### src/rtl/btn_pkg.sv
// ---------------------------------------------------------------------------
// btn_pkg
//   Shared types and elaboration helpers for the push-button conditioner.
//   Contents:
//     btn_state_t  per-channel debounce state (UP, WAIT_DOWN, DOWN, WAIT_UP)
//     cnt_width()  bits needed for a counter that runs 0 .. n-1
//     max2()       larger of two integers, for sizing shared counters
// ---------------------------------------------------------------------------
package btn_pkg;

  typedef enum logic [1:0] {
    UP        = 2'd0,  // debounced released, input agrees
    WAIT_DOWN = 2'd1,  // released, input low, qualifying the press
    DOWN      = 2'd2,  // debounced pressed, input agrees
    WAIT_UP   = 2'd3   // pressed, input high, qualifying the release
  } btn_state_t;

  // A counter that must hold values 0 .. n-1 needs $clog2(n) bits; keep at
  // least one bit so degenerate settings still elaborate.
  function automatic int cnt_width(input int n);
    if (n <= 2) begin
      return 1;
    end
    return $clog2(n);
  endfunction

  function automatic int max2(input int a, input int b);
    return (a > b) ? a : b;
  endfunction

endpackage

### src/rtl/btn_debounce_ch.sv
// ---------------------------------------------------------------------------
// btn_debounce_ch
//   One push-button channel: synchroniser, four-state debounce FSM,
//   stability counter, registered level and one-cycle press/release strobes.
//   Optional feature macro: BTN_AUTOREPEAT_EN -- when defined, a repeat
//   counter re-fires press_pulse while the button stays down.
//
// Ports
//   clk           in   1  clock
//   rst_n         in   1  asynchronous active-low reset
//   raw_n         in   1  raw key, active low, asynchronous to clk
//   level         out  1  debounced level, active low (1 = released)
//   press_pulse   out  1  registered strobe on accepted press / auto-repeat
//   release_pulse out  1  registered strobe on accepted release
//   press_arm     out  1  value press_pulse takes at the next edge; lets the
//                         parent register an OR of all channels in step
//
// Timing: a clean edge on raw_n shows up on level/pulses exactly
// SYNC_STAGES + DEBOUNCE_CYCLES edges after the first edge that samples it.
// ---------------------------------------------------------------------------
module btn_debounce_ch
  import btn_pkg::*;
#(
  parameter int SYNC_STAGES     = 2,
  parameter int DEBOUNCE_CYCLES = 1_000_000
`ifdef BTN_AUTOREPEAT_EN
  ,
  parameter int REPEAT_DELAY    = 25_000_000,
  parameter int REPEAT_PERIOD   = 5_000_000
`endif
) (
  input  logic clk,
  input  logic rst_n,
  input  logic raw_n,
  output logic level,
  output logic press_pulse,
  output logic release_pulse,
  output logic press_arm
);

  localparam int               CNT_W    = cnt_width(DEBOUNCE_CYCLES);
  localparam logic [CNT_W-1:0] CNT_LAST = CNT_W'(DEBOUNCE_CYCLES - 1);

  // -------------------------------------------------------------------------
  // Synchroniser. Resets to "released" so a reset never fakes a press edge.
  // -------------------------------------------------------------------------
  logic [SYNC_STAGES-1:0] sync_reg;
  logic                   s;

  always_ff @(posedge clk or negedge rst_n) begin
    if (!rst_n) begin
      sync_reg <= '1;
    end else begin
      sync_reg <= {sync_reg[SYNC_STAGES-2:0], raw_n};
    end
  end

  assign s = sync_reg[SYNC_STAGES-1];

  // -------------------------------------------------------------------------
  // Debounce FSM
  // -------------------------------------------------------------------------
  btn_state_t       state_reg, state_next;
  logic [CNT_W-1:0] cnt_reg, cnt_next;
  logic             cnt_done;
  logic             press_accept;
  logic             release_accept;
  logic             repeat_fire;
  logic             level_next;

  assign cnt_done = (cnt_reg == CNT_LAST);

  // State register, counter and registered outputs.
  always_ff @(posedge clk or negedge rst_n) begin
    if (!rst_n) begin
      state_reg     <= UP;
      cnt_reg       <= '0;
      level         <= 1'b1;
      press_pulse   <= 1'b0;
      release_pulse <= 1'b0;
    end else begin
      state_reg     <= state_next;
      cnt_reg       <= cnt_next;
      level         <= level_next;
      press_pulse   <= press_arm;
      release_pulse <= release_accept;
    end
  end

  // Next-state logic. The counter only runs in the two WAIT states and is
  // zero everywhere else, so every state entry starts it from zero; it can
  // never pass CNT_LAST because reaching CNT_LAST either leaves the state or
  // the input has already disagreed.
  always_comb begin
    state_next = state_reg;
    cnt_next   = '0;
    case (state_reg)
      UP: begin
        if (!s) begin
          state_next = WAIT_DOWN;
        end
      end
      WAIT_DOWN: begin
        if (s) begin
          state_next = UP;             // bounce: drop back, no pulse
        end else if (cnt_done) begin
          state_next = DOWN;
        end else begin
          cnt_next = cnt_reg + CNT_W'(1);
        end
      end
      DOWN: begin
        if (s) begin
          state_next = WAIT_UP;
        end
      end
      WAIT_UP: begin
        if (!s) begin
          state_next = DOWN;           // bounce: still pressed, no pulse
        end else if (cnt_done) begin
          state_next = UP;
        end else begin
          cnt_next = cnt_reg + CNT_W'(1);
        end
      end
      default: begin
        state_next = UP;
      end
    endcase
  end

  // Output logic: decides what the output registers load at this edge.
  // Press and release come from different states, so they are exclusive.
  always_comb begin
    press_accept   = 1'b0;
    release_accept = 1'b0;
    level_next     = level;
    case (state_reg)
      WAIT_DOWN: begin
        if (!s && cnt_done) begin
          press_accept = 1'b1;
          level_next   = 1'b0;
        end
      end
      WAIT_UP: begin
        if (s && cnt_done) begin
          release_accept = 1'b1;
          level_next     = 1'b1;
        end
      end
      default: begin
      end
    endcase
  end

  assign press_arm = press_accept | repeat_fire;

`ifdef BTN_AUTOREPEAT_EN
  // -------------------------------------------------------------------------
  // Auto-repeat. The counter runs only while the FSM stays in DOWN with the
  // input still low; any other edge (including the one entering DOWN)
  // clears it and re-arms the longer first delay. Cycle t of the accepted
  // press holds count 0, so a fire at count LIMIT lands the strobe exactly
  // LIMIT+1 cycles later, hence the "-1" limits.
  // -------------------------------------------------------------------------
  localparam int               RPT_W     = cnt_width(max2(REPEAT_DELAY, REPEAT_PERIOD));
  localparam logic [RPT_W-1:0] RPT_FIRST = RPT_W'(REPEAT_DELAY - 1);
  localparam logic [RPT_W-1:0] RPT_NEXT  = RPT_W'(REPEAT_PERIOD - 1);

  logic [RPT_W-1:0] rpt_cnt_reg, rpt_cnt_next;
  logic [RPT_W-1:0] rpt_limit;
  logic             rpt_first_reg, rpt_first_next;

  assign rpt_limit = rpt_first_reg ? RPT_FIRST : RPT_NEXT;

  always_ff @(posedge clk or negedge rst_n) begin
    if (!rst_n) begin
      rpt_cnt_reg   <= '0;
      rpt_first_reg <= 1'b1;
    end else begin
      rpt_cnt_reg   <= rpt_cnt_next;
      rpt_first_reg <= rpt_first_next;
    end
  end

  always_comb begin
    rpt_cnt_next   = '0;
    rpt_first_next = 1'b1;
    repeat_fire    = 1'b0;
    if (state_reg == DOWN && !s) begin
      if (rpt_cnt_reg == rpt_limit) begin
        repeat_fire    = 1'b1;
        rpt_first_next = 1'b0;
      end else begin
        rpt_cnt_next   = rpt_cnt_reg + RPT_W'(1);
        rpt_first_next = rpt_first_reg;
      end
    end
  end
`else
  // Without auto-repeat a press produces exactly one strobe.
  assign repeat_fire = 1'b0;
`endif

endmodule

### src/rtl/button_conditioner.sv
// ---------------------------------------------------------------------------
// button_conditioner
//   Conditions the board KEY pins before the buttons_export PIO: each button
//   is synchronised and debounced independently; the block exports the clean
//   level and one-cycle press/release strobes for edge capture. All outputs
//   are registered.
//   Optional feature macro: BTN_AUTOREPEAT_EN -- enables press auto-repeat
//   (REPEAT_DELAY / REPEAT_PERIOD only take effect when it is defined).
//   Reset asserts asynchronously; its release is expected to be synchronous
//   to clk_clk (provided by the system reset controller).
//
// Ports
//   clk_clk         in   1        system clock
//   reset_reset_n   in   1        asynchronous active-low reset
//   btn_raw_n       in   NUM_BTN  raw keys, active low, asynchronous
//   buttons_export  out  NUM_BTN  debounced level, active low (1 = released)
//   press_pulse     out  NUM_BTN  1-cycle strobe on accepted press / repeat
//   release_pulse   out  NUM_BTN  1-cycle strobe on accepted release
//   any_press       out  1        OR of press_pulse, same cycle
// ---------------------------------------------------------------------------
module button_conditioner
  import btn_pkg::*;
#(
  parameter int NUM_BTN         = 4,
  parameter int SYNC_STAGES     = 2,
  parameter int DEBOUNCE_CYCLES = 1_000_000,
  parameter int REPEAT_DELAY    = 25_000_000,
  parameter int REPEAT_PERIOD   = 5_000_000
) (
  input  logic               clk_clk,
  input  logic               reset_reset_n,
  input  logic [NUM_BTN-1:0] btn_raw_n,
  output logic [NUM_BTN-1:0] buttons_export,
  output logic [NUM_BTN-1:0] press_pulse,
  output logic [NUM_BTN-1:0] release_pulse,
  output logic               any_press
);

  // Refuse to build with settings the channel logic cannot honour.
  if (NUM_BTN < 1 || SYNC_STAGES < 2 || DEBOUNCE_CYCLES < 2 ||
      REPEAT_DELAY < 1 || REPEAT_PERIOD < 1) begin : g_bad_cfg
    $error("button_conditioner: invalid parameter set");
  end

  logic [NUM_BTN-1:0] press_arm;

  for (genvar gi = 0; gi < NUM_BTN; gi++) begin : g_ch
    btn_debounce_ch #(
      .SYNC_STAGES     (SYNC_STAGES),
      .DEBOUNCE_CYCLES (DEBOUNCE_CYCLES)
`ifdef BTN_AUTOREPEAT_EN
      ,
      .REPEAT_DELAY    (REPEAT_DELAY),
      .REPEAT_PERIOD   (REPEAT_PERIOD)
`endif
    ) u_ch (
      .clk           (clk_clk),
      .rst_n         (reset_reset_n),
      .raw_n         (btn_raw_n[gi]),
      .level         (buttons_export[gi]),
      .press_pulse   (press_pulse[gi]),
      .release_pulse (release_pulse[gi]),
      .press_arm     (press_arm[gi])
    );
  end

  // Registered from the channels' next-cycle strobes so it lines up with
  // press_pulse while still being a flop output.
  always_ff @(posedge clk_clk or negedge reset_reset_n) begin
    if (!reset_reset_n) begin
      any_press <= 1'b0;
    end else begin
      any_press <= |press_arm;
    end
  end

endmodule
### config.mk
export PLATFORM = sky130hd
export DESIGN_NAME = button_conditioner
export DESIGN_NICKNAME = d
export VERILOG_FILES = /design/src/rtl/btn_pkg.sv /design/src/rtl/btn_debounce_ch.sv /design/src/rtl/button_conditioner.sv
export SDC_FILE = /design/constraint.sdc
export NUM_CORES = 1
export LEC_CHECK = 0
export CAP_MARGIN = 0
export CORE_MARGIN = 3
export CORE_UTILIZATION = 60
export DETAILED_ROUTE_END_ITERATION = 7
export MAX_ROUTING_LAYER = met4
export PLACE_DENSITY = 0.79
export SLEW_MARGIN = 10
export SYNTH_ARGS = -nofsm -noshare
export SYNTH_HDL_FRONTEND = slang
export SYNTH_HIERARCHICAL = 1
export SYNTH_SLANG_ARGS = --single-unit
### constraint.sdc
create_clock -name clk_clk -period 5.8 [get_ports clk_clk]
set_clock_uncertainty 0.15 [all_clocks]
set_input_delay 0.87 -clock clk_clk [delete_from_list [all_inputs] [get_ports clk_clk]]
set_output_delay 0.87 -clock clk_clk [all_outputs]
set_load 0.02 [all_outputs]
==> results.sh <==
export IMPL_rsz0062_at_grt="no"
export IMPL_dpl_hpwl_mm=6.14
export IMPL_yosys_register_bits=109
export IMPL_clkSlewWorstSetupHoldPaths_ns=0.10
export IMPL_synthCells=491
export IMPL_period_share_pct=46.1
export IMPL_ctsHoldBuffers=0
export IMPL_drive_above_1_share_pct=9.51
export IMPL_hp_class="reg2reg"
export IMPL_ys_seq_area_share_pct=54.5
export IMPL_drt_total_wl_mm=8.95
export IMPL_grt_pass1_vias=3434
export IMPL_placed_area_mm2=0.00530
export IMPL_cts_made_buffers=9
export IMPL_num_rows=32
export IMPL_max_cap_violations=0
export IMPL_cts_repair_resized=0
export IMPL_postCtsSetupRepairBufs=0
export IMPL_p_total_mw=1.22
export IMPL_synth_edff_count=0
export IMPL_numPortBuffers=18
export IMPL_final_nets=520
export IMPL_first_pass_iters=4
export IMPL_status="completed"
export IMPL_critical_path_class="reg2reg"
export IMPL_syn_area_per_cell_um2=10.3
export IMPL_final_cell_mix="97 x dfrtp_1, 73 x nor2_1, 48 x xnor2_1, 26 x inv_1, 24 x nand2_1"
export IMPL_drt_iter0_drc=109
export IMPL_fin_area_mm2=0.00548
export IMPL_critPathLaunchType="flop"
export IMPL_leakagePower_nw=2.08
export IMPL_cts_sinks=109
export IMPL_slew_limit_headroom_pct=53.6
export IMPL_drc=0
export IMPL_crit_required_ns=5.96
export IMPL_chipWidth_um=97.6
export IMPL_crit_arrival_ns=2.83
export IMPL_cts_root_buf="clkbuf_8"
export IMPL_cp_end_kind="flop"
export IMPL_viasPerCell=5.80
export IMPL_largest_reg_flops=80
export IMPL_drv_slew=0
export IMPL_antenna_found_initial=0
export IMPL_cts_tree="built"
export IMPL_synth_ff_type="dfrtp_1"
export IMPL_final_util_pct=69.1
export IMPL_clock_latency_ns=0.37
export IMPL_grt_overflow=0
export IMPL_synthArstFlopShare_pct=100
export IMPL_min_period_ns=2.68
export IMPL_dp_cells=601
export IMPL_grt_usage_pct=20.6
export IMPL_syn_area_mm2=0.00503
export IMPL_post_drt_wl_per_cell_um=14.5
export IMPL_nFillCells=596
export IMPL_hold_violations=0
export IMPL_ir_drop_v=0.000205
export IMPL_instances_no_fill=617
export IMPL_dieArea_mm2=0.00952
export IMPL_gp_congestion=0.794
export IMPL_cts_max_level=3
export IMPL_antenna_left=0
export IMPL_power_density_mw_per_mm2=224
export IMPL_grt_max_degree=59
export IMPL_diodes=0
export IMPL_vias=3576
export IMPL_final_common_cell="dfrtp_1"
export IMPL_initial_utilization_pct=63.5
export IMPL_io_pins=19
export IMPL_grt_pass1_wl_mm=15.8
export IMPL_clockBufferDepth=2
export IMPL_fmax_ghz=0.374
export IMPL_synth_cell_type_count=41
export IMPL_tightest_slew_ns=0.696
export IMPL_cp_max_fo=7
export IMPL_die_h_um=97.6
export IMPL_yosysWarnings=6
export IMPL_area_growth_pct=8.80
export IMPL_setup_viol=0
export IMPL_core_mm2=0.00793
export IMPL_timing_setup_tns_ns=0
export IMPL_syn_nets=501
-- per-stage QoR --
step,setup slack [ns],hold slack (ns)
2_1_floorplan,3.67,0.195
3_3_place_gp,3.30,0.196
6_report,3.12,0.211
3_5_place_dp,3.22,0.198
4_1_cts,3.19,0.213
5_1_grt,2.98,0.218
-- Yosys cell counts (all sizes together), types with 7 or more instances --
cell type,number,area (µm²)
o21ai,16,80.1
nand2,24,90.1
or3,13,81.3
nor3,17,85.1
xnor2,48,420
nand4,15,113
nor2,73,274
o31ai,8,60.1
and3,7,43.8
or4,17,131
dfrtp,97,2430
a21oi,22,121
inv,26,97.6
nand3,26,145
dfstp,12,315
nor4,12,75.1
clkbuf,7,26.3
-- critical path, stage by stage (launching register included) --
cell and delay, ns:
dfrtp_1 0.42, ha_1 0.21, nand3_1 0.27, nor4_1 0.65
and3_1 0.33, nor3b_1 0.41, or4_1 0.18
-- cell type report --
type,count,area (µm²),share of cell area (%)
inverter,26,97.6,1.78
timing repair buffer,20,193,3.52
multi-input combinational,344,2140,39.1
tap,102,128,2.33
sequential,109,2740,50.1
clock buffer,9,124,2.26
clock inverter,7,50.0,0.914
-- cells by family (layout without fill, tap and decap cells) --
| kind of cell | Yosys count | in the layout | synth area share, % |
|---|---|---|---|
| xor gates and xnor gates | 54 | 54 | 9.40 |
| buffers and inverters | 38 | 62 | 2.96 |
| muxes | 3 | 3 | 0.597 |
| DFF | 109 | 109 | 54.5 |
| adders and majority gates | 4 | 4 | 0.994 |
| AOI/OAI and AO/OA | 58 | 58 | 7.16 |
| and+or+nand+nor | 225 | 225 | 24.4 |
-- metal layers --
layer,routed length (µm),share of wire [%],GRT usage (%)
met4,88,0.98,4.47
met1,4080,46,27.4
met3,286,3.2,4.59
met2,4490,50,32.7
met5,0,0,-
-- report_power, final --
part / internal [mW] / leakage [nW] / switching (mW) / total [mW]
clock network: 0.157 / 0.0816 / 0.257 / 0.413
logic: 0.00881 / 0.528 / 0.0260 / 0.0348
registers: 0.769 / 1.47 / 0.00709 / 0.776
-- path summary, 6_finish.rpt --
| kind | startpoint | to | slack (ns) | cells after the start |
|---|---|---|---|---|
| max | g_ch[0].u_ch/cnt_reg[0] | any_press | 3.12 | 6 |
| min reg2reg | g_ch[3].u_ch/sync_reg[0] | g_ch[3].u_ch/sync_reg[1] | 0.21 | 0 |
| max reg2reg | g_ch[0].u_ch/cnt_reg[0] | any_press | 3.12 | 6 |
| min | g_ch[3].u_ch/sync_reg[0] | g_ch[3].u_ch/sync_reg[1] | 0.21 | 0 |
| min in group asynchronous | reset_reset_n | g_ch[3].u_ch/cnt_reg[17] | 0.38 | 1 |
| max in group asynchronous | reset_reset_n | g_ch[2].u_ch/cnt_reg[3] | 3.99 | 2 |
Note: power is estimated with default switching activity, not from simulation.
==> RTL change: new RTL, same settings <==
Encoding of `btn_state_t`: now Gray code (2 bits for 4 states).
--- a/src/rtl/btn_pkg.sv
+++ b/src/rtl/btn_pkg.sv
@@ -10,8 +10,8 @@
 
   typedef enum logic [1:0] {
-    UP        = 2'd0,  // debounced released, input agrees
-    WAIT_DOWN = 2'd1,  // released, input low, qualifying the press
-    DOWN      = 2'd2,  // debounced pressed, input agrees
-    WAIT_UP   = 2'd3   // pressed, input high, qualifying the release
+    UP        = 2'b00,  // debounced released, input agrees
+    WAIT_DOWN = 2'b01,  // released, input low, qualifying the press
+    DOWN      = 2'b11,  // debounced pressed, input agrees
+    WAIT_UP   = 2'b10   // pressed, input high, qualifying the release
   } btn_state_t;
 
Formal check against the unedited RTL: no difference found for any inputs over 10 cycles, from zero or initial values and one cycle with reset_reset_n low; not proved beyond that.
==> RTL change against the unedited design <==
Worst setup slack better by 0.11 ns; final area is 8.2% higher; critical endpoint is now buttons_export[2]; count of clock-buffer cells in the layout is 2 higher; final cell count is 7.3% higher; area after synthesis is 8.8% higher; sequential cell count stayed put; wire length is 4.2% higher.
Power is not compared: it rests on default switching activity, and its combinational part moved more than twofold at a synthesized area within 25%.
==> RTL change: results (changes against the unedited design) <==
Place
  • Global placer's final weighted congestion: 0.841 (+5.9%)
  • Port Buffers: 18 (unchanged)
  • Hpwl dp: 6590 µm (+7.3%)
  • Post-Place Cell Area: 5730 µm² (+8.0%)

Synthesis
  • Synth Area in Compound Gates: 0.0587 (-0.0129)
  • Synth cell count leaders: dfrtp_1, nor2_1, nand2_1, xnor2_1, nand3_1
  • Synth area leaders: dfrtp_1, nor2_1, xnor2_1, dfstp_2, ha_1
  • Synthesized Nets: 561 (+12%)
  • Xor/xnor share of the synthesized area: 0.101 (+0.00679)
  • Multiplexer share of the synthesized area: 0.0212 (+0.0153)
  • Post-synthesis adder-cell area fraction: 0.0548 (+0.0449)
  • Synth warnings: 6 (unchanged)
  • Sequential element share of the synthesized area: 0.501 (-0.0441)
  • Async set or reset register ratio after synthesis: 1.00 (unchanged)
  • Distinct cells, synth: 43 (+4.9%)

Detailed routing
  • M1 WL: 4400 µm (+7.8%)
  • Post-DR wirelength/cell: 14.1 µm (-2.9%)
  • WL met3: 253 µm (-12%)
  • Via density: 5.67 (-2.2%)
  • DR pass1 iterations: 4 (unchanged)
  • Iter 0 DRT Violations: 65 (-40%)
  • Met2 WL post-DR: 4570 µm (+1.7%)
  • Uppermost layer routed: met4

Setup path
  • CP delay by family, top: buffers and inverters
  • Slowest CP cell: clkdlybuf4s50_1
  • CP Max Fanout: 3 (-4)
  • Largest stage delay, worst path: 0.63 ns (-0.02 ns)
  • Critical path arrival: 1.54 ns (-1.29 ns)

Clocking
  • CTS max path bufs: 2 (unchanged)
  • Worst-skew pair later-pin latency: 0.37 ns (about the same)
  • # Post-CTS Setup Buffers: 0 (unchanged)
  • # resized after CTS: 0 (unchanged)
  • Root buffer cell: clkbuf_8
  • H-Tree Depth: 3 (unchanged)
  • Inserted Clock Buffers: 9 (unchanged)
  • Clk pin slew, worst setup/hold paths: 0.10 ns (about the same)

Global route
  • GR Util met1: 0.262 (-0.0124)
  • M2 GR Usage: 0.338 (+0.0107)
  • Met3 Use GR: 0.0393 (-0.00669)
  • First-pass GRT wire length: 16600 µm (+5.3%)
  • Largest net degree at the start of global routing: 62 (+5.1%)
  • Vias in the first global route: 3760 (+9.5%)
  • GRT Total Usage: 0.206 (+0.000420)
  • Initial antenna violation count: 0 (unchanged)

Timing
  • Rel. slew slack: 0.494 (-0.0415)

Cells and area
  • Final nets: 579 (+11%)
  • Largest register FFs: 80 (unchanged)
  • Layout cells sized above 1: 0.0812 (-0.0139)
  • Diode count: 0 (unchanged)

Outcome
  • Status: finished clean

Power
  • Maximum VDD drop: 0.207 mV
  • Leak: 2.42 nW

Min path
  • Worst Hold Class: flop to flop
==> RTL change: cell families (layout without fill, tap and decap cells) <==
family / after synthesis / in the layout
xor+xnor: 63 / 63
simple gates: 251 / 251
mux: 10 / 10
fa+ha+maj: 24 / 24
flops: 109 / 109
buf+inv: 35 / 58
compound gates: 39 / 39
==> RTL change: worst paths after layout <==
check	start	slack [ns]	depth (start not counted)	endpoint
max in group asynchronous	reset_reset_n	4.00	2	g_ch[2].u_ch/cnt_reg[8]
hold reg to reg	g_ch[1].u_ch/sync_reg[0]	0.21	0	g_ch[1].u_ch/sync_reg[1]
setup reg to reg	g_ch[3].u_ch/cnt_reg[0]	3.24	6	any_press
min in group asynchronous	reset_reset_n	0.35	1	g_ch[1].u_ch/state_reg[0]
hold / removal	g_ch[1].u_ch/sync_reg[0]	0.21	0	g_ch[1].u_ch/sync_reg[1]
setup / recovery	g_ch[2].u_ch/level	3.24	1	buttons_export[2]
==> RTL change: where the power goes <==
group | total [W] | internal, W | switching (W)
Clock | 0.000462 | 0.000213 | 0.000250
Combinational | 0.000430 | 0.000169 | 0.000262
Sequential | 0.000851 | 0.000807 | 0.0000438
==> RTL change: cell type report <==
type                       count  area, µm²
fill                         691       2880
timing repair buffer          19        185
clock inverter                 5       60.1
sequential                   109       2740
clock buffer                  11        141
inverter                      23       86.3
multi-input combinational    387       2580
tap                          108        135
==> RTL change: per-stage QoR <==
stage	hold slack (ns)	util	std cells	worst slack [ns]	total power, W
after CTS	0.206	0.673	662	3.21	0.00176
after global placement	0.196	0.650	646	3.34	0.00127
final	0.206	0.673	662	3.24	0.00174
after floorplan	0.195	-	531	3.50	0.00121
after detailed placement	0.197	0.650	646	3.26	0.00129
after global routing	0.223	0.673	662	3.05	0.00185
